[config.mk]
export PLATFORM = sky130hd
export DESIGN_NAME = mul16_bam_v4h0_flat
export DESIGN_NICKNAME = d
export VERILOG_FILES = /design/src/rtl/mul16_bam_v4h0_pkg.sv /design/src/rtl/mul16_bam_v4h0_if.sv /design/src/rtl/mul16_bam_v4h0_array.sv /design/src/rtl/mul16_bam_v4h0.sv /design/src/flat_wrapper.sv
export SDC_FILE = /design/constraint.sdc
export NUM_CORES = 1
export LEC_CHECK = 0
export CAP_MARGIN = 20
export CORE_ASPECT_RATIO = 0.9
export CORE_MARGIN = 8
export CORE_UTILIZATION = 35
export CTS_BUF_LIST = sky130_fd_sc_hd__clkbuf_8
export DETAILED_ROUTE_END_ITERATION = 8
export PLACE_DENSITY = 0.63
export SYNTH_ARGS = -nofsm -noshare
export SYNTH_HDL_FRONTEND = slang
export SYNTH_SLANG_ARGS = --single-unit
[constraint.sdc]
create_clock -name clk -period 19.7 [get_ports clk]
set_input_delay 2.955 -clock clk [delete_from_list [all_inputs] [get_ports clk]]
set_output_delay 2.955 -clock clk [all_outputs]
set_load 0.03 [all_outputs]
[src/rtl/mul16_bam_v4h0_pkg.sv]
// Shared constants and helpers for the 16x16 broken-array multiplier.
// Provides the operand and product widths, the break levels, and the retained-bit
// mask per row. Also provides a bit-level reference function used by the scoreboard.
package mul_bam_pkg;

    localparam int unsigned OP_W    = 16;
    localparam int unsigned PROD_W  = 32;
    localparam int unsigned BAM_VBL = 4;
    localparam int unsigned BAM_HBL = 0;

    // Multiplicand bits kept in row `row` (b bit index): a[i] survives when i+row >= VBL.
    function automatic logic [OP_W-1:0] keep_mask(input int unsigned row);
        logic [OP_W-1:0] m;
        m = '0;
        for (int unsigned i = 0; i < OP_W; i++) begin
            m[i] = ((i + row) >= BAM_VBL);
        end
        return m;
    endfunction

    // Reference BAM product: sum of every retained partial-product bit.
    function automatic logic [PROD_W-1:0] bam_ref(input logic [OP_W-1:0] a,
                                                  input logic [OP_W-1:0] b);
        logic [PROD_W-1:0] acc;
        acc = '0;
        for (int unsigned i = 0; i < OP_W; i++) begin
            for (int unsigned j = 0; j < OP_W; j++) begin
                if (((i + j) >= BAM_VBL) && a[i] && b[j]) begin
                    acc = acc + (PROD_W'(1) << (i + j));
                end
            end
        end
        return acc;
    endfunction

endpackage

[src/rtl/mul16_bam_v4h0_if.sv]
// Operand/result bus of the BAM multiplier.
//   in_valid, a, b : operand pair, driven by the master
//   c, out_valid   : registered product and its valid, driven by the slave
interface mul16_bam_v4h0_if;
    import mul_bam_pkg::*;

    logic              in_valid;
    logic [OP_W-1:0]   a;
    logic [OP_W-1:0]   b;
    logic [PROD_W-1:0] c;
    logic              out_valid;

    modport master (output in_valid, output a, output b, input c, input out_valid);
    modport slave  (input in_valid, input a, input b, output c, output out_valid);
endinterface

[src/rtl/mul16_bam_v4h0_array.sv]
// Combinational broken-array core: builds the retained partial-product rows
// and reduces them with a carry-save chain, then a final carry-propagate add.
//   a, b : unsigned operands
//   sum_c: approximate product (columns below VBL omitted)
module bam_array_16x16
    import mul_bam_pkg::*;
(
    input  logic [OP_W-1:0]   a,
    input  logic [OP_W-1:0]   b,
    output logic [PROD_W-1:0] sum_c
);

    logic [PROD_W-1:0] rows [OP_W];
    logic [PROD_W-1:0] cs_sum;
    logic [PROD_W-1:0] cs_carry;

    // One shifted row per multiplier bit, low-weight bits masked away.
    always_comb begin
        for (int unsigned j = 0; j < OP_W; j++) begin
            rows[j] = b[j] ? (PROD_W'(a & keep_mask(j)) << j) : '0;
        end
    end

    // 3:2 compression of each row into the running sum/carry pair.
    // Carries past bit 31 are dropped; the true sum always fits in 32 bits.
    always_comb begin
        logic [PROD_W-1:0] s;
        logic [PROD_W-1:0] k;
        logic [PROD_W-1:0] t;
        s = '0;
        k = '0;
        for (int unsigned j = 0; j < OP_W; j++) begin
            t = s ^ k ^ rows[j];
            k = ((s & k) | (s & rows[j]) | (k & rows[j])) << 1;
            s = t;
        end
        cs_sum   = s;
        cs_carry = k;
    end

    assign sum_c = cs_sum + cs_carry;

endmodule

[src/rtl/mul16_bam_v4h0.sv]
// Registered 16x16 BAM approximate multiplier (VBL=4, HBL=0), 1-cycle latency.
//   clk, rst_n : clock and synchronous active-low reset
//   bus        : operand pair in (in_valid, a, b), registered result out (c, out_valid)
module mul16_bam_v4h0
    import mul_bam_pkg::*;
(
    input  logic               clk,
    input  logic               rst_n,
    mul16_bam_v4h0_if.slave    bus
);

    logic [PROD_W-1:0] prod_c;

    bam_array_16x16 u_array (
        .a     (bus.a),
        .b     (bus.b),
        .sum_c (prod_c)
    );

    // Output registers: result captured only for accepted pairs, held otherwise.
    always_ff @(posedge clk) begin
        if (!rst_n) begin
            bus.c         <= '0;
            bus.out_valid <= 1'b0;
        end else begin
            bus.out_valid <= bus.in_valid;
            if (bus.in_valid) begin
                bus.c <= prod_c;
            end
        end
    end

endmodule

[src/flat_wrapper.sv]
// flat-port wrapper written by rule: the top's interface ports become plain ports
module mul16_bam_v4h0_flat import mul_bam_pkg::*;
  (clk, rst_n, bus_in_valid, bus_a, bus_b, bus_c, bus_out_valid);
  mul16_bam_v4h0_if bus_i ();
  input  logic clk;
  input  logic rst_n;
  input wire logic [$bits(bus_i.in_valid)-1:0] bus_in_valid;
  input wire logic [$bits(bus_i.a)-1:0] bus_a;
  input wire logic [$bits(bus_i.b)-1:0] bus_b;
  output wire logic [$bits(bus_i.c)-1:0] bus_c;
  output wire logic [$bits(bus_i.out_valid)-1:0] bus_out_valid;
  assign bus_i.in_valid = bus_in_valid;
  assign bus_i.a = bus_a;
  assign bus_i.b = bus_b;
  assign bus_c = bus_i.c;
  assign bus_out_valid = bus_i.out_valid;
  mul16_bam_v4h0 u_core (.clk(clk), .rst_n(rst_n), .bus(bus_i));
endmodule
==> flow_summary.yaml <==
timing:
  setup_violations: 0
  fin_crit_ns: 12.43
  fin_setup_tns_ns: 0
  fin_worst_skew_ns: 0
  fin_ws_ns: 7.27
  slew_headroom: 0.422
  maxSlewViolCount: 0
  fmax_mhz: 80.4
  hold_violations: 0
  rsz0062_at_grt: "false"
  fin_crit_sh: 0.631
  max_slew.worst_pin.slew_ns: 0.867
drt:
  drt-total-wl_mm: 13.6
  firstDrtPassIters: 5
  avgViaCountPerCell: 4.68
  post_drt_wl_per_cell_um: 12.2
  drc: 0
  vias: 5180
  ant_nets: 0
  drtIter0Drc: 176
place:
  gp_congestion: 0.762
  place_area_um2: 8430
  dp_hpwl_mm: 12.0
  dp_slack_ns: 6.95
  dp_cells: 1099
  io_buffers: 63
clock_network:
  clock-sinks: 29
  root_buffer: "clkbuf_8"
  cts-buffers-inserted: 5
  cts_resized: 0
  htree_num_levels: 2
  cts_tree: "built"
  clockBufferDepth: 2
  clkSlewWorstSetupHoldPaths_ns: 0.07
  postCtsSetupRepairBufs: 0
  holdBufCountCts: 0
  worstSkewPairLatency_ns: 0.28
global_routing:
  grt-ovfl-total: 0
  grt_pass1_vias: 5383
  grt_max_degree: 48
  track_usage: 0.108
  antenna_found_initial: 0
  grt_pass1_wl_mm: 24.7
logic_synthesis:
  synthFlopType: "dfxtp_1"
  synth.area.top_cells: "fa_1 (54%), nand2_1 (9.7%), dfxtp_1 (7.6%)"
  synth_common_cells: "fa_1 (205), nand2_1 (197), inv_1 (96)"
  synth_area_leader_cell: "fa_1"
  synth_cells: 787
  synth_cell_types: 39
  synth.cell_area_um2: 7600
  synthMostInstantiatedCell: "fa_1"
  yosys.area.top_type_share: 0.540
  synthArstFlopShare: 0
  avgSynthCellArea_um2: 9.65
  synth_edf_count: 0
  ys_seq_area_frac: 0.0764
  yosysWarnings: 0
  synth-seq-cells: 29
die:
  die_area_um2: 26700
  row_count: 51
  die_y_um: 156
  fp.coreArea_um2: 21500
  die_w_um: 171
  ios: 68
  start_util: 0.353
critical_path:
  crit_top_cell: "fa_1"
  critPathMaxFanout: 16
  reg2reg_to: "u_core.bus.c[26]"
  critPathSlowestCell: "clkdlybuf4s50_1"
  crit_start: "bus_a[14]"
  start_kind: "input port"
  worst_r2r_path_depth: 3
  worst_setup_path_end_kind: "flop"
  worstReg2RegStart: "u_core.bus.c[26]"
  worstPathArrival_ns: 12.60
  rrSetupSlack_ns: 18.89
  critPathKind: "input port to flop"
  cp.required_ns: 19.87
  slowest_delay_ns: 0.68
  endpoint: "u_core.bus.c[28]"
final_layout:
  area_growth_pct: 12.5
  fin_nets: 1085
  fin_cells: 1107
  drive_gt1_frac: 0.0172
  final_area_um2: 8550
  diodes: 0
job:
  drv_cap: 0
hold_path:
  hold_class: "flop to flop"
outcome:
  status: "complete, no violations"
## sequential cells by signal, summed over array words and instances (netlist names)
signal,flops
u_core.bus.out_valid,1
u_core.bus.c,28
## final cells by class
cell class | count | area (µm²)
tap | 291 | 364
sequential | 29 | 581
clock inverter | 2 | 37.5
fill | 2216 | 13000
inverter | 96 | 360
clock buffer | 6 | 82.6
multi-input combinational | 619 | 6480
timing repair buffer | 64 | 641
## critical path: cells and delay by family
family | cells | cell delay, ns
fa+ha+maj | 17 | 7.52
buf+inv | 5 | 0.87
simple gates | 4 | 0.85
compound gates | 3 | 0.41
## layer usage
metal	GRT usage	routed length [µm]	up-vias
li1	-	-	2432
met1	0.151	6560	2685
met2	0.179	6440	57
met3	0.0182	492	6
met4	0.0112	53	0
met5	0	0	-
## cells by family after synthesis
group / synth area share
muxes: 0.00791
DFF: 0.0764
and+or+nand+nor: 0.189
AOI/OAI and AO/OA: 0.0575
xor gates and xnor gates: 0.00692
adders and majority gates: 0.590
other: 0.000494
buffers and inverters: 0.0721
## layout by cell type (no fill, tap or decap), types with 3 or more instances in the layout
cell type | synthesis | final
o211ai_1 | 4 | 4
nor3_1 | 5 | 5
ha_1 | 30 | 30
nand3_1 | 8 | 8
and3_1 | 4 | 4
nor2_1 | 5 | 5
inv_1 | 96 | 96
nor2b_1 | 11 | 11
a21oi_1 | 16 | 16
fa_1 | 205 | 205
o21a_1 | 6 | 6
conb_1 | 1 | 4
o21ai_0 | 6 | 6
dfxtp_1 | 29 | 29
a21o_1 | 3 | 3
and2_1 | 71 | 71
clkbuf_8 | 0 | 6
o211a_1 | 12 | 12
nand2_1 | 197 | 197
xnor2_1 | 4 | 4
clkdlybuf4s50_1 | 0 | 62
mux2i_1 | 6 | 6
## worst min path at each step
stage	from	endpoint	slack, ns	cells after the start
final	u_core.bus.c[29]	u_core.bus.c[29]	0.48	1
after global routing	u_core.bus.c[5]	u_core.bus.c[5]	0.50	1
after CTS	u_core.bus.c[6]	u_core.bus.c[6]	0.48	1
after detailed placement	u_core.bus.c[6]	u_core.bus.c[6]	0.47	1
after global placement	u_core.bus.c[6]	u_core.bus.c[6]	0.46	1
after floorplan	u_core.bus.c[28]	u_core.bus.c[28]	0.60	2
## per-stage QoR
stage | utilization | hold WS (ns)
final | 0.397 | 0.478
after global placement | 0.391 | 0.460
after global routing | 0.397 | 0.496
after floorplan | - | 0.598
after detailed placement | 0.392 | 0.467
after CTS | 0.397 | 0.483
Power is left out: the tool's default activity adds up to more than one toggle a clock period on the data nets, which glitch-free logic cannot reach.
